===== config.mk =====
export PLATFORM = sky130hd
export DESIGN_NAME = dma_job_tracker
export DESIGN_NICKNAME = d
export VERILOG_FILES = /design/src/rtl/dma_job_tracker.sv
export SDC_FILE = /design/constraint.sdc
export NUM_CORES = 1
export LEC_CHECK = 0
export CORE_MARGIN = 2
export CORE_UTILIZATION = 44
export DETAILED_ROUTE_END_ITERATION = 10
export PLACE_DENSITY_LB_ADDON = 0.3
export SLEW_MARGIN = 20
export SYNTH_ARGS = -nofsm -noshare
export SYNTH_HDL_FRONTEND = slang
export SYNTH_SLANG_ARGS = --single-unit

===== constraint.sdc =====
create_clock -name clk_i -period 3.2 [get_ports clk_i]
set_input_delay 0.32 -clock clk_i [delete_from_list [all_inputs] [get_ports clk_i]]
set_output_delay 0.32 -clock clk_i [all_outputs]
set_load 0.02 [all_outputs]

===== src/rtl/dma_job_tracker.sv =====
// Tags frontend jobs with incrementing transfer IDs, holds them in a one-deep output
// register, and tracks retirements. Optional completion IRQ: DMA_JOB_TRACKER_IRQ_EN.
module dma_job_tracker #(
  parameter int unsigned JobWidth       = 64,
  parameter int unsigned IdWidth        = 32,
  parameter int unsigned MaxOutstanding = 4,
  localparam int unsigned CntWidth      = $clog2(MaxOutstanding + 1)
) (
  input  logic                clk_i,
  input  logic                rst_ni,
  input  logic [JobWidth-1:0] job_i,
  input  logic                job_valid_i,
  output logic                job_ready_o,
  output logic [JobWidth-1:0] job_o,
  output logic [IdWidth-1:0]  job_id_o,
  output logic                job_valid_o,
  input  logic                job_ready_i,
  input  logic                retire_i,
  output logic [IdWidth-1:0]  next_id_o,
  output logic [IdWidth-1:0]  done_id_o,
  output logic [CntWidth-1:0] outstanding_o,
  output logic                busy_o,
  output logic                retire_err_o,
  input  logic                irq_clr_i,
  output logic                irq_o
);

  localparam logic [CntWidth-1:0] MaxCnt = CntWidth'(MaxOutstanding);

  logic [JobWidth-1:0] job_q, job_d;
  logic [IdWidth-1:0]  job_id_q, job_id_d;
  logic                job_valid_q, job_valid_d;
  logic [IdWidth-1:0]  next_id_q, next_id_d;
  logic [IdWidth-1:0]  done_id_q, done_id_d;
  logic [CntWidth-1:0] outst_q, outst_d;
  logic                busy_q, busy_d;
  logic                err_q, err_d;
  logic                accept, retire_ok;

  // Full-check uses the registered count only, so a same-cycle retire cannot bypass it.
  assign job_ready_o = (outst_q < MaxCnt) && (!job_valid_q || job_ready_i);
  assign accept      = job_valid_i && job_ready_o;
  assign retire_ok   = retire_i && (outst_q != '0);

  always_comb begin
    job_d       = job_q;
    job_id_d    = job_id_q;
    job_valid_d = job_valid_q;
    next_id_d   = next_id_q;
    done_id_d   = done_id_q;
    outst_d     = outst_q;
    err_d       = err_q;
    if (accept) begin
      job_d       = job_i;
      job_id_d    = next_id_q;
      job_valid_d = 1'b1;
      next_id_d   = next_id_q + 1'b1;
    end else if (job_ready_i) begin
      job_valid_d = 1'b0;
    end
    if (retire_ok) done_id_d = done_id_q + 1'b1;
    if (retire_i && outst_q == '0) err_d = 1'b1;
    case ({accept, retire_ok})
      2'b10:   outst_d = outst_q + 1'b1;
      2'b01:   outst_d = outst_q - 1'b1;
      default: outst_d = outst_q;
    endcase
    busy_d = (outst_d != '0);
  end

  always_ff @(posedge clk_i) begin
    if (!rst_ni) begin
      job_q       <= '0;
      job_id_q    <= '0;
      job_valid_q <= 1'b0;
      next_id_q   <= IdWidth'(1);
      done_id_q   <= '0;
      outst_q     <= '0;
      busy_q      <= 1'b0;
      err_q       <= 1'b0;
    end else begin
      job_q       <= job_d;
      job_id_q    <= job_id_d;
      job_valid_q <= job_valid_d;
      next_id_q   <= next_id_d;
      done_id_q   <= done_id_d;
      outst_q     <= outst_d;
      busy_q      <= busy_d;
      err_q       <= err_d;
    end
  end

`ifdef DMA_JOB_TRACKER_IRQ_EN
  logic irq_q, irq_d;

  // Drain-to-zero set has priority over a simultaneous clear.
  always_comb begin
    irq_d = irq_q;
    if (irq_clr_i) irq_d = 1'b0;
    if (retire_ok && outst_d == '0) irq_d = 1'b1;
  end

  always_ff @(posedge clk_i) begin
    if (!rst_ni) irq_q <= 1'b0;
    else         irq_q <= irq_d;
  end

  assign irq_o = irq_q;
`else
  logic unused_irq_clr;
  assign unused_irq_clr = irq_clr_i;
  assign irq_o          = 1'b0;
`endif

  assign job_o         = job_q;
  assign job_id_o      = job_id_q;
  assign job_valid_o   = job_valid_q;
  assign next_id_o     = next_id_q;
  assign done_id_o     = done_id_q;
  assign outstanding_o = outst_q;
  assign busy_o        = busy_q;
  assign retire_err_o  = err_q;

endmodule


==> metrics <==
share of cells above drive strength 1 4.301%; Hold Path Stages 3; Post-synth top cells nand2_1 (220), dfxtp_1 (166), a21oi_1 (109); Max IR drop VDD 0.4264 mV; Syn Nets 869; Routed Antenna Nets 0; worst slew pin tran 1085 ps; post-synthesis cell area 0.006470 mm^2; Post-CTS Resized 0; Cells after Synth 795; syn avg cell area 8.138 um^2; Remaining Overflow, GRT 0; Slew Limit Fails 0; worst relative slew slack 27.02%; Seq/Total Area, Yosys 51.36%; ANT cells 0; Post-CTS Setup Inserts 0; FF-to-FF path depth 10; Total Power Consumption 5.452 mW; die extent in y 125.3 um; Yosys cell types 37; Tcrit/Tclk final 78.75%; Worst-path clk slew 60 ps; Max FO, Critical Path 6; num rows 44; WP data required 3500 ps; Worst Hold Slack 440.5 ps; outcome complete, no violations; Wirelength per Cell 14.14 um; drt pass-1 iters 5; Initial DRC Count 328; Max-cap violations 0; layout filler cell count 1223; fin crit period 2520 ps; CP arrival 2820 ps; final setup violating endpoints 0; Starting Density 44.86%; RR Startpoint job_valid_o; Sw Share 28.61%; Max clock buf depth 2; number of global-route vias before repair 5747; WL final 17070 um; initial antenna violation count 0; P_sw 1.560 mW; Die ar. 0.01569 mm^2; Worst Hold Class in2reg; power per cell area 573.3 mW/mm^2; Crit. End Element flip-flop; final hold vios 0; clk_lat worst skew 420 ps; Synth Flop Type dfxtp_1; port bufs 235; GPL Wtd Cong 0.7867; cell taking the most area after synthesis dfxtp_1; largest net degree at the start of global routing 100; largest cells by area after synthesis dfxtp_1 (51%), nand2_1 (13%), a21oi_1 (8.4%); number of flops mapped to enable cells by yosys 0; most common cell in the netlist nand2_1; DR vias/cell 5.029; P_int 3.892 mW; root buffer cell clkbuf_16; fmax 396.8 MHz; Syn-to-layout area delta 46.97%; Leak 3.292 nW; htree depth 4; worst hold start job_i[55]; Clock power frac 37.4%; Horiz. Die Dim 125.3 um; Final nets 1084; Flop pwr share 42.4%; critical path startpoint job_valid_o; RSZ-0062 raised after global routing false; warning count from the yosys run 0; CTS Sinks 166; via count 6070; CTS Buf Count 17; CTS tree yes; Comb pwr share 20.2%; Yosys top cell area share 51.36%; clk_skew 7.321 ps; first-pass GRT wire length 28030 um; Seq cells post-synth 166; path type of the worst setup path reg2reg; TNS Setup 0 ps; Core Area 0.01442 mm^2; Final HPWL DP 11650 um; Startpoint Class flip-flop; io pins 238; CTS Hold Buffers Added 0; # DRC 0; FFs w/ async S/R, synth 0%; gr usage total 21.67%
[cell families (layout without fill, tap and decap cells)]
family          after synthesis  after routing  share of synthesized area, %
buf+inv                      59            287                         3.848
compound gates              124            124                         9.979
xor+xnor                     54             54                         7.310
flops                       166            166                         51.36
simple gates                387            387                         26.55
fa+ha+maj                     4              4                        0.8897
other cells                   1              1                       0.05796
[final timing paths]
| kind | to | slack (ps) |
|---|---|---|
| setup / recovery | busy_o | 680 |
| hold / removal | job_o[55] | 440 |
| setup reg to reg | busy_o | 680 |
| hold reg to reg | job_o[55] | 450 |
[area by class of cell]
| cell class | instances | area, um^2 | share of cell area (%) |
|---|---|---|---|
| Timing Repair Buffer | 240 | 2402 | 25.26 |
| Clock inverter | 14 | 158.9 | 1.671 |
| Clock buffer | 18 | 429.2 | 4.513 |
| Tap cell | 184 | 230.2 | 2.421 |
| Multi-Input combinational cell | 570 | 2905 | 30.55 |
| Inverter | 15 | 60.06 | 0.6316 |
| Sequential cell | 166 | 3323 | 34.95 |
[placed cells by master (no fill, tap or decap), types with 4 or more instances in the layout]
| master | count |
|---|---|
| clkdlybuf4s50_1 | 235 |
| nand2_1 | 220 |
| dfxtp_1 | 166 |
| a21oi_1 | 109 |
| nor2_1 | 61 |
| xnor2_1 | 34 |
| nand4_1 | 20 |
| xor2_1 | 20 |
| nand3_1 | 19 |
| clkbuf_16 | 17 |
| nor4_1 | 16 |
| inv_1 | 13 |
| nor3_1 | 12 |
| or3_1 | 11 |
| and3_1 | 9 |
| clkinv_2 | 8 |
| o21ai_0 | 7 |
| and4_1 | 5 |
| o21a_1 | 4 |
| buf_4 | 4 |
[power groups by stage]
stage,Clock (mW),Combinational (mW),Sequential (mW)
4_1_cts,2.08,1.12,2.31
2_1_floorplan,0,0.449,2.51
6_report,2.04,1.10,2.31
5_1_grt,2.17,1.21,2.33
3_5_place_dp,0,1.11,2.35
3_3_place_gp,0,1.10,2.35
[per-stage QoR]
step / cells / cell area, um^2 / utilization (%) / worst slack (ps)
finish: 1207 / 9509 / 65.93 / 680.1
CTS: 1207 / 9509 / 65.93 / 649.4
detailed placement: 1175 / 8921 / 61.85 / 249.2
floorplan: 795 / 6470 / - / 505.3
global placement: 1175 / 8921 / 61.85 / 362.9
global route: 1207 / 9509 / 65.93 / 511.8
[registers in the layout (all words and copies together), names as in the netlist]
signal,count
retire_err_o,1
job_o,64
job_valid_o,1
busy_o,1
outstanding_o,3
job_id_o,32
done_id_o,32
next_id_o,32
[layer usage]
layer,up-vias,track usage [%],part of all wire (%)
met1,2797,26.98,44
met4,0,9.020,2.4
met2,179,34.94,47
met3,30,6.761,6.8
li1,3064,-,-
met5,-,0,0
[worst max-delay path, cell delays in order, from the launching register on]
cell,delay (ps)
dfxtp_1,340
nor2b_1,570
nor2_4,90
clkinv_2,80
ha_1,170
inv_1,60
fa_1,370
xor2_1,160
o21ai_0,150
a21oi_1,100
or3_1,330
Note: power is estimated with default switching activity, not from simulation.
